### src/rtl/coin_acceptor.sv
// Coin-slot front end: synchronises, debounces and validates three raw coin sensors.
// Emits one registered RON pulse per accepted coin, and a REJECT pulse for jams or for coins inserted while disabled.
module coin_acceptor #(
    parameter int DEBOUNCE_CYCLES = 4,
    parameter int GAP_CYCLES      = 2,
    parameter int CNT_W           = 8
) (
    input  logic             CLK,
    input  logic             RESET,
    input  logic             SENS1,
    input  logic             SENS5,
    input  logic             SENS10,
    input  logic             ENABLE,
    output logic             RON1,
    output logic             RON5,
    output logic             RON10,
    output logic             REJECT,
    output logic             JAM,
    output logic [CNT_W-1:0] COIN_CNT
);

    typedef enum logic [2:0] {
        ST_IDLE,
        ST_DEBOUNCE,
        ST_EMIT,
        ST_RELEASE,
        ST_GAP,
        ST_JAM
    } state_e;

    localparam logic [7:0]       DEB_LAST = 8'(DEBOUNCE_CYCLES - 1);
    localparam logic [7:0]       GAP_LAST = 8'(GAP_CYCLES - 1);
    localparam logic [CNT_W-1:0] CNT_MAX  = {CNT_W{1'b1}};

    // Sensor vectors are ordered {10, 5, 1} throughout.
    logic [2:0]       sens_raw;
    logic [2:0]       meta_q, sync_q;
    logic [2:0]       s;
    logic             any_s, one_s;

    state_e           state_q, state_d;
    logic [2:0]       coin_q, coin_d;
    logic [7:0]       deb_cnt_q, deb_cnt_d;
    logic [7:0]       gap_cnt_q, gap_cnt_d;
    logic [2:0]       ron_q, ron_d;
    logic             reject_q, reject_d;
    logic             jam_q, jam_d;
    logic [CNT_W-1:0] coin_cnt_q, coin_cnt_d;

    assign sens_raw = {SENS10, SENS5, SENS1};
    assign s        = sync_q;
    assign any_s    = |s;
    assign one_s    = any_s && ((s & (s - 3'd1)) == 3'd0);

    always_comb begin
        // NOTE: every signal gets a default first so no path through the case leaves one unassigned (no latch).
        state_d    = state_q;
        coin_d     = coin_q;
        deb_cnt_d  = deb_cnt_q;
        gap_cnt_d  = gap_cnt_q;
        ron_d      = 3'b000;
        reject_d   = 1'b0;
        coin_cnt_d = coin_cnt_q;

        case (state_q)
            ST_IDLE: begin
                if (any_s && !one_s) begin
                    state_d  = ST_JAM;
                    reject_d = 1'b1;
                end else if (one_s) begin
                    if (ENABLE) begin
                        coin_d    = s;
                        deb_cnt_d = 8'd1;
                        state_d   = ST_DEBOUNCE;
                    end else begin
                        reject_d = 1'b1;
                        state_d  = ST_RELEASE;
                    end
                end
            end
            ST_DEBOUNCE: begin
                if (|(s & ~coin_q)) begin
                    state_d  = ST_JAM;
                    reject_d = 1'b1;
                end else if (!(|(s & coin_q))) begin
                    state_d = ST_IDLE;
                end else if (deb_cnt_q == DEB_LAST) begin
                    // Pulse and count are registered on the edge that enters EMIT.
                    state_d = ST_EMIT;
                    ron_d   = coin_q;
                    if (coin_cnt_q != CNT_MAX) begin
                        coin_cnt_d = coin_cnt_q + CNT_W'(1);
                    end
                end else begin
                    deb_cnt_d = deb_cnt_q + 8'd1;
                end
            end
            ST_EMIT: begin
                state_d = ST_RELEASE;
            end
            ST_RELEASE, ST_JAM: begin
                if (!any_s) begin
                    state_d   = ST_GAP;
                    gap_cnt_d = 8'd0;
                end
            end
            ST_GAP: begin
                if (any_s) begin
                    gap_cnt_d = 8'd0;
                end else if (gap_cnt_q == GAP_LAST) begin
                    state_d = ST_IDLE;
                end else begin
                    gap_cnt_d = gap_cnt_q + 8'd1;
                end
            end
            default: begin
                state_d = ST_IDLE;
            end
        endcase

        jam_d = (state_d == ST_JAM);
    end

    always_ff @(posedge CLK) begin
        // NOTE: non-blocking assignments so every flop samples the pre-edge values, whatever the statement order.
        if (RESET) begin
            meta_q     <= 3'b000;
            sync_q     <= 3'b000;
            state_q    <= ST_IDLE;
            coin_q     <= 3'b000;
            deb_cnt_q  <= 8'd0;
            gap_cnt_q  <= 8'd0;
            ron_q      <= 3'b000;
            reject_q   <= 1'b0;
            jam_q      <= 1'b0;
            coin_cnt_q <= '0;
        end else begin
            meta_q     <= sens_raw;
            sync_q     <= meta_q;
            state_q    <= state_d;
            coin_q     <= coin_d;
            deb_cnt_q  <= deb_cnt_d;
            gap_cnt_q  <= gap_cnt_d;
            ron_q      <= ron_d;
            reject_q   <= reject_d;
            jam_q      <= jam_d;
            coin_cnt_q <= coin_cnt_d;
        end
    end

    assign RON1     = ron_q[0];
    assign RON5     = ron_q[1];
    assign RON10    = ron_q[2];
    assign REJECT   = reject_q;
    assign JAM      = jam_q;
    assign COIN_CNT = coin_cnt_q;

endmodule

### config.mk
export PLATFORM = sky130hd
export DESIGN_NAME = coin_acceptor
export DESIGN_NICKNAME = d
export VERILOG_FILES = /design/src/rtl/coin_acceptor.sv
export SDC_FILE = /design/constraint.sdc
export NUM_CORES = 1
export LEC_CHECK = 0
export CAP_MARGIN = 20
export CORE_MARGIN = 10
export CORE_UTILIZATION = 56
export CTS_CLUSTER_SIZE = 12
export DETAILED_ROUTE_END_ITERATION = 10
export PLACE_DENSITY = 0.78
export SLEW_MARGIN = 0
export SYNTH_ARGS = -nofsm -noshare
export SYNTH_HDL_FRONTEND = slang
export SYNTH_SLANG_ARGS = --single-unit
### constraint.sdc
create_clock -name CLK -period 2.5 [get_ports CLK]
set_clock_uncertainty 0.2 [all_clocks]
set_input_delay 0.5 -clock CLK [delete_from_list [all_inputs] [get_ports CLK]]
set_output_delay 0.5 -clock CLK [all_outputs]
set_load 0.01 [all_outputs]
==> results of run 1 <==
-- path summary, 6_finish.rpt --
kind	endpoint	slack (ps)	depth (start not counted)	from
worst max-delay path	COIN_CNT[5]$_SDFFE_PP0P_	40	7	deb_cnt_q[1]$_SDFFE_PP0P_
worst min-delay path	s[0]$_SDFF_PP0_	250	1	meta_q[0]$_SDFF_PP0_
worst max register to register	COIN_CNT[5]$_SDFFE_PP0P_	40	7	deb_cnt_q[1]$_SDFFE_PP0P_
worst min register to register	s[0]$_SDFF_PP0_	250	1	meta_q[0]$_SDFF_PP0_
-- kinds of logic after synthesis --
logic type               count (synthesis)
adder cells (fa/ha/maj)                  5
XOR/XNOR                                14
AO/OA/AOI/OAI                           38
flip-flops                              41
multiplexers                             4
buffers and inverters                   16
AND/OR/NAND/NOR                         99
-- metal layers --
metal	vias up	routed length (um)	GRT usage	part of all wire
li1	857	-	-	-
met1	773	1960	0.171	0.45
met2	46	2130	0.215	0.49
met3	7	210	0.0338	0.048
met4	0	39	0.0448	0.0090
met5	-	0	0	0
-- area by class of cell --
class                      count  area share
clock buffer                   6      0.0174
timing repair buffer          34       0.127
inverter                       6     0.00949
clock inverter                 2     0.00422
tap                           46      0.0242
multi-input combinational    161       0.470
sequential                    41       0.348
-- registers in the layout, indices dropped and copies added, names as in the netlist --
signal / flops
state_q: 3
gap_cnt_q: 8
COIN_CNT: 8
s: 3
ron_q: 3
REJECT: 1
JAM: 1
deb_cnt_q: 8
coin_q: 3
meta_q: 3
-- worst max-delay path, delay by kind of cell, from the launching register on --
family	cells	cell delay, ps
buffers and inverters	1	190
AO/OA/AOI/OAI	1	100
AND/OR/NAND/NOR	4	1360
flip-flops	1	380
adder cells (fa/ha/maj)	1	150
-- cell usage in the layout, fill, tap and decap left out, types with 2 or more instances in the layout --
| master | count |
|---|---|
| sky130_fd_sc_hd__a2111oi_0 | 2 |
| sky130_fd_sc_hd__a211oi_1 | 6 |
| sky130_fd_sc_hd__a21oi_1 | 9 |
| sky130_fd_sc_hd__and2_1 | 5 |
| sky130_fd_sc_hd__and3_1 | 3 |
| sky130_fd_sc_hd__and4_1 | 2 |
| sky130_fd_sc_hd__buf_4 | 16 |
| sky130_fd_sc_hd__clkbuf_4 | 5 |
| sky130_fd_sc_hd__clkdlybuf4s50_1 | 18 |
| sky130_fd_sc_hd__clkinv_2 | 2 |
| sky130_fd_sc_hd__dfxtp_1 | 39 |
| sky130_fd_sc_hd__ha_1 | 3 |
| sky130_fd_sc_hd__inv_1 | 6 |
| sky130_fd_sc_hd__mux2i_1 | 4 |
| sky130_fd_sc_hd__nand2_1 | 11 |
| sky130_fd_sc_hd__nand2b_1 | 4 |
| sky130_fd_sc_hd__nand3_1 | 2 |
| sky130_fd_sc_hd__nand4_1 | 6 |
| sky130_fd_sc_hd__nand4_4 | 2 |
| sky130_fd_sc_hd__nor2_1 | 25 |
| sky130_fd_sc_hd__nor2b_1 | 9 |
| sky130_fd_sc_hd__nor3_1 | 2 |
| sky130_fd_sc_hd__nor3_2 | 2 |
| sky130_fd_sc_hd__nor4_1 | 6 |
| sky130_fd_sc_hd__o2111ai_1 | 3 |
| sky130_fd_sc_hd__o21ai_0 | 9 |
| sky130_fd_sc_hd__or2_2 | 2 |
| sky130_fd_sc_hd__or3_1 | 8 |
| sky130_fd_sc_hd__xnor2_1 | 5 |
| sky130_fd_sc_hd__xor2_1 | 9 |
-- stage by stage --
step / area (um2) / util / TNS (ps) / hold slack, ps
after floorplan: 1950 / - / 0 / 214
after global placement: 2230 / 0.664 / 0 / 220
after detailed placement: 2230 / 0.664 / 0 / 230
after CTS: 2280 / 0.679 / 0 / 258
after global routing: 2370 / 0.706 / -75.8 / 272
final: 2370 / 0.706 / 0 / 253
-- power by group through the flow --
stage | sequential (mW) | clock (mW) | combinational, mW
3_5_place_dp | 0.720 | 0 | 0.188
5_1_grt | 0.710 | 0.340 | 0.224
3_3_place_gp | 0.719 | 0 | 0.186
2_1_floorplan | 0.709 | 0 | 0.129
6_report | 0.706 | 0.311 | 0.201
4_1_cts | 0.705 | 0.320 | 0.190
-- synthesized netlist by cell type (3+ instances only) --
library cell	number
sky130_fd_sc_hd__mux2i_1	4
sky130_fd_sc_hd__and2_1	5
sky130_fd_sc_hd__a211oi_1	6
sky130_fd_sc_hd__o2111ai_1	3
sky130_fd_sc_hd__xor2_1	9
sky130_fd_sc_hd__nand2_1	11
sky130_fd_sc_hd__o21ai_0	9
sky130_fd_sc_hd__or3_1	8
sky130_fd_sc_hd__nor4_1	6
sky130_fd_sc_hd__a21oi_1	10
sky130_fd_sc_hd__ha_1	4
sky130_fd_sc_hd__and3_1	3
sky130_fd_sc_hd__inv_1	6
sky130_fd_sc_hd__nand3_1	3
sky130_fd_sc_hd__nand4_1	6
sky130_fd_sc_hd__dfxtp_1	41
sky130_fd_sc_hd__nor2_1	25
sky130_fd_sc_hd__nor2b_1	9
sky130_fd_sc_hd__xnor2_1	5
sky130_fd_sc_hd__clkbuf_1	7
sky130_fd_sc_hd__nand2b_1	4
-- what timing repair did --
item / CTS / global route
buffers inserted: 0 / 4
endpoints found under the setup margin: 0 / 6
endpoints found under the hold margin: 0 / 0
hold buffers: 0 / 0
gates resized for setup: 0 / 10
==> impl_metrics.csv, run 1 <==
group,metric,value,unit
pwr,design_power_total,1.22,mW
clock_tree,cts-buffers-inserted,5,
cells_and_area,fin_nets,259,
routing,sum_of_routed_wire_length_over_all_layers,4340,um
clock_tree,cts_max_level,2,
sta,timing.final.crit_share,0.983,
sta,setup-violations-final,0,
critical_path,cp-end-kind,"flop",
critical_path,critPathLaunchType,"flop",
logic_synthesis,yosys-mux-area-fraction,0.0205,
place,place.gp.congestion,0.867,
floorplanning,floorplan.core_area,0.00336,mm2
pwr,ir_worst_vdd,419,uV
cells_and_area,antenna-diode-count,0,
logic_synthesis,yosys.area_share.xor_xnor,0.0628,
sta,report.final.hold_viol_count,0,
global_routing,grt_start_max_net_pins,18,
cells_and_area,sequential_cell_area,826,um2
sta,slew_headroom,0.628,
logic_synthesis,synth-seq-area-share,0.421,
clock_tree,tritoncts,"built",
place,buffer_ports.inserted,18,
place,pre_cts_slack,62.4,ps
logic_synthesis,synth.top_cell.area_share,0.421,
cells_and_area,final_layout_size_suffix_gt1_frac,0.160,
global_routing,grt.overflow.total,0,
logic_synthesis,avgSynthCellArea,8.99,um2
pwr,intPower,879,uW
sta,worst_case_setup_margin_in_the_final_layout,43.1,ps
place,placed_cells,283,
floorplanning,placement_rows,21,
sta,fmax,407,MHz
critical_path,cp.required,2570,ps
pwr,clockPowerShare,0.255,
cells_and_area,filler_cell_count,287,
floorplanning,fp.dieH,79.0,um
cells_and_area,layout.cells.non_filler,296,
pwr,cellLeakagePower,0.872,nW
critical_path,worstPathMaxFanout,5,
sta,tightest_slew,554,ps
pwr,power-per-cell-area,513,mW/mm2
floorplanning,die_w,79.0,um
logic_synthesis,yosys.cell_types.count,48,
floorplanning,initial_utilization,0.580,
logic_synthesis,synth_edf_count,0,
logic_synthesis,synth_compound_gate_area_share,0.133,
sta,slew_viol_final,0,
critical_path,timing.critical_path.cells,"ha_4 -> or4b_4 -> nor4_4 -> buf_4 -> nand4_4 -> or4_1 -> o21ai_0",
floorplanning,io_pins,19,
place,hpwl,2940,um
routing,avgRoutedWirePerCell,14.7,um
logic_synthesis,syn-instance-count,217,
critical_path,critical_path.max_stage_delay,490,ps
pwr,power.net_switching,340,uW
logic_synthesis,synthDominantAreaCellType,"sky130_fd_sc_hd__dfxtp_1",
pwr,switching_share,0.279,
logic_synthesis,synthSimpleGateAreaFrac,0.297,
sta,finalWorstPathRequiredPeriod,2460,ps
routing,drcViolationCount,0,
routing,detailedRoute.firstIterationViolations,194,
logic_synthesis,synth_seq_cells,41,
pwr,p_comb_frac,0.165,
critical_path,worstSetupPathType,"flop to flop",
clock_tree,insertion_delay,350,ps
routing,drt_first_pass_iters,4,
routing,dr_total_vias,1683,
global_routing,gr-usage-all-layers,0.134,
routing,via_per_inst,5.69,
clock_tree,clock-root-buffer,"sky130_fd_sc_hd__clkbuf_4",
pwr,seq_power_share,0.580,
routing,number_of_nets_with_antenna_violations_after_detailed_routing,0,
logic_synthesis,yosys_warnings,0,
cells_and_area,area_of_combinational_cells_with_multiple_inputs,0.00112,mm2
global_routing,wire_length_of_the_first_global_routing_pass,7000,um
logic_synthesis,yosys.area_share.adder,0.0308,
run,cap_viol_max_count,0,
worst_hold_path,min_path_type,"flop to flop",
cells_and_area,syn_to_final_growth,21.6,%
floorplanning,design.die.area,0.00625,mm2
logic_synthesis,yosys-top-cells-area,"sky130_fd_sc_hd__dfxtp_1 (42%), sky130_fd_sc_hd__nor2_1 (4.8%), sky130_fd_sc_hd__xor2_1 (4.0%)",
critical_path,cp.arrival,2530,ps
outcome,run_status,"completed",
logic_synthesis,ys_dominant_reg_cell,"sky130_fd_sc_hd__dfxtp_1",
critical_path,critical_path.slowest_cell,"sky130_fd_sc_hd__or4_1",
clock_tree,clock_sink_count,41,
clock_tree,path_clk_slew,130,ps
logic_synthesis,synth_nets,227,
global_routing,grt_pass1_vias,1512,
logic_synthesis,combinational_family_with_the_most_area_after_synthesis,"simple AND/OR/NAND/NOR gates",
global_routing,initial_antenna_violation_count,0,
clock_tree,clk_path_buf_depth,2,
logic_synthesis,post_synth_instance_area,0.00195,mm2
logic_synthesis,async_flop_share,0,
Power figures use the tool's default switching activity.
==> run 2: changes to the inputs <==
--- a/config.mk
+++ b/config.mk
@@ -5,12 +5,13 @@
 export SDC_FILE = /design/constraint.sdc
 export NUM_CORES = 1
 export LEC_CHECK = 0
+export ABC_AREA = 1
 export CAP_MARGIN = 20
 export CORE_MARGIN = 10
-export CORE_UTILIZATION = 56
+export CORE_UTILIZATION = 57
 export CTS_CLUSTER_SIZE = 12
 export DETAILED_ROUTE_END_ITERATION = 10
-export PLACE_DENSITY = 0.78
+export PLACE_DENSITY = 0.79
 export SLEW_MARGIN = 0
 export SYNTH_ARGS = -nofsm -noshare
 export SYNTH_HDL_FRONTEND = slang
==> impl_metrics.csv, run 2 <==
group,metric,value,unit
floorplanning,design.die.area,0.00678,mm2
logic_synthesis,synth_edf_count,0,
routing,sum_of_routed_wire_length_over_all_layers,4780,um
pwr,cellLeakagePower,1.06,nW
sta,timing.final.crit_share,0.794,
routing,avgRoutedWirePerCell,11.9,um
global_routing,wire_length_of_the_first_global_routing_pass,8340,um
routing,detailedRoute.firstIterationViolations,130,
critical_path,worst-r2r-setup-slack,560,ps
critical_path,critical_path.max_stage_delay,570,ps
outcome,run_status,"completed",
logic_synthesis,async_flop_share,0,
run,cap_viol_max_count,0,
clock_tree,clock-root-buffer,"sky130_fd_sc_hd__clkbuf_8",
cells_and_area,syn_to_final_growth,15.3,%
sta,slew_headroom,0.716,
critical_path,crit-reg2reg-capture,"COIN_CNT[4]$_SDFFE_PP0P_",
floorplanning,die_w,82.4,um
routing,drt_first_pass_iters,5,
logic_synthesis,yosys-top-cells-area,"sky130_fd_sc_hd__dfxtp_1 (37%), sky130_fd_sc_hd__nand2_1 (16%), sky130_fd_sc_hd__nand3_1 (7.2%)",
cells_and_area,antenna-diode-count,0,
place,placed_cell_area,0.00244,mm2
logic_synthesis,synth.top_cell.area_share,0.370,
cells_and_area,filler_cell_count,331,
logic_synthesis,synth_seq_cells,41,
critical_path,cp-end-kind,"output pin",
logic_synthesis,synth-seq-area-share,0.370,
pwr,design_power_total,1.50,mW
cells_and_area,postLayoutCellArea,0.00256,mm2
critical_path,ff2ff_path_depth,7,
logic_synthesis,yosys_warnings,0,
routing,dr_total_vias,2103,
logic_synthesis,yosys.cell_types.count,27,
critical_path,cp.required,1800,ps
global_routing,gr-usage-all-layers,0.150,
clock_tree,insertion_delay,290,ps
clock_tree,clock_sink_count,41,
cells_and_area,area_of_combinational_cells_with_multiple_inputs,0.00120,mm2
critical_path,critical_path.slowest_cell,"sky130_fd_sc_hd__clkdlybuf4s50_1",
sta,finalWorstPathRequiredPeriod,1980,ps
cells_and_area,layout_commonest_cell,"sky130_fd_sc_hd__nand2_1",
critical_path,r2r-start,"deb_cnt_q[0]$_SDFFE_PP0P_",
place,place.gp.congestion,0.878,
critical_path,timing.critical_path.cells,"clkdlybuf4s50_1",
clock_tree,post-cts-setup-buffers,0,
cells_and_area,sequential_cell_area,821,um2
sta,finalSetupTns,0,ps
cells_and_area,layout_common_cells,"sky130_fd_sc_hd__nand2_1 (95), sky130_fd_sc_hd__dfxtp_1 (41), sky130_fd_sc_hd__inv_1 (40)",
logic_synthesis,syn-instance-count,334,
floorplanning,io_pins,19,
critical_path,worstPathMaxFanout,7,
clock_tree,path_clk_slew,80,ps
routing,drcViolationCount,0,
routing,number_of_nets_with_antenna_violations_after_detailed_routing,0,
clock_tree,clk_path_buf_depth,2,
logic_synthesis,synthDominantAreaCellType,"sky130_fd_sc_hd__dfxtp_1",
critical_path,worstSetupPathType,"flop to output pin",
pwr,power-per-cell-area,586,mW/mm2
global_routing,grt_start_max_net_pins,30,
critical_path,critical_path.n_buffers_inverters,1,
clock_tree,cts_max_level,2,
sta,fmax,504,MHz
logic_synthesis,synth_commonest_cells,"sky130_fd_sc_hd__nand2_1 (95), sky130_fd_sc_hd__dfxtp_1 (41), sky130_fd_sc_hd__inv_1 (40)",
sta,timing.hold.ws,204,ps
sta,tightest_slew,423,ps
logic_synthesis,ys_dominant_reg_cell,"sky130_fd_sc_hd__dfxtp_1",
global_routing,grt.overflow.total,0,
sta,setup-violations-final,0,
place,hpwl,3480,um
routing,via_per_inst,5.22,
pwr,ir_worst_vdd,299,uV
floorplanning,initial_utilization,0.597,
global_routing,initial_antenna_violation_count,0,
critical_path,critPathLaunchType,"flop",
critical_path,path_delay_family,"buffers and inverters",
clock_tree,cts_repair_resize_count,0,
sta,slew_viol_final,0,
place,placed_cells,395,
clock_tree,cts-buffers-inserted,5,
clock_tree,tritoncts,"built",
global_routing,grt_pass1_vias,1988,
logic_synthesis,avgSynthCellArea,6.64,um2
cells_and_area,fin_nets,364,
floorplanning,placement_rows,22,
floorplanning,fp.dieH,82.4,um
critical_path,timing.critical_path.depth,1,
cells_and_area,layout.cells.non_filler,403,
sta,report.final.hold_viol_count,0,
logic_synthesis,post_synth_instance_area,0.00222,mm2
critical_path,cp.arrival,1280,ps
floorplanning,floorplan.core_area,0.00372,mm2
worst_hold_path,min_path_type,"flop to flop",
place,buffer_ports.inserted,18,
logic_synthesis,synth_nets,344,
clock_tree,holdBufCountCts,0,
cells_and_area,final_layout_size_suffix_gt1_frac,0.0676,
critical_path,startpoint,"COIN_CNT[5]$_SDFFE_PP0P_",
critical_path,crit_end,"COIN_CNT[5]",
logic_synthesis,yosysMostFrequentCell,"sky130_fd_sc_hd__nand2_1",
sta,grt_setup_unrepaired,"false",
==> run 2: worst min-delay path by stage <==
| stage | start | slack [ps] | depth (start not counted) | endpoint |
|---|---|---|---|---|
| after floorplan | meta_q[0]$_SDFF_PP0_ | 190 | 2 | s[0]$_SDFF_PP0_ |
| after global placement | meta_q[1]$_SDFF_PP0_ | 190 | 2 | s[1]$_SDFF_PP0_ |
| after detailed placement | meta_q[2]$_SDFF_PP0_ | 200 | 2 | s[2]$_SDFF_PP0_ |
| after CTS | meta_q[2]$_SDFF_PP0_ | 210 | 2 | s[2]$_SDFF_PP0_ |
| after global routing | meta_q[1]$_SDFF_PP0_ | 230 | 2 | s[1]$_SDFF_PP0_ |
| final | meta_q[2]$_SDFF_PP0_ | 200 | 2 | s[2]$_SDFF_PP0_ |
==> run 2: routing by layer <==
layer	wire length, um	up-vias	global-route usage
met5	0	-	0
met1	2240	962	0.174
met4	12	0	0.0306
li1	-	1105	-
met3	237	2	0.0421
met2	2290	34	0.267
==> run 2: area by class of cell <==
type	instances	area share
flip-flops and latches	41	0.321
repair buffers	19	0.0734
clock buffers	6	0.0323
multi-input cells	243	0.470
clock inverters	2	0.0147
well taps	48	0.0235
inverters	44	0.0646
==> run 2: through the flow <==
stage,utilization,setup WS (ps)
3_3_place_gp,0.656,573
5_1_grt,0.688,376
3_5_place_dp,0.656,551
6_report,0.688,516
4_1_cts,0.688,499
2_1_floorplan,-,880
==> run 2: where the power goes <==
group          switching (mW)  internal (mW)  leakage, nW
Clock                   0.235          0.325       0.0574
Combinational           0.153         0.0737        0.670
Sequential             0.0304          0.680        0.333
Total                   0.419           1.08         1.06
==> run 2: logic make-up (layout without fill, tap and decap cells) <==
logic type,after synthesis,count (layout),synth area share
DFF,41,41,0.370
and+or+nand+nor,193,193,0.397
xor gates and xnor gates,8,8,0.0316
adders and majority gates,4,4,0.0226
buffers and inverters,50,71,0.0875
AOI/OAI and AO/OA,38,38,0.0909
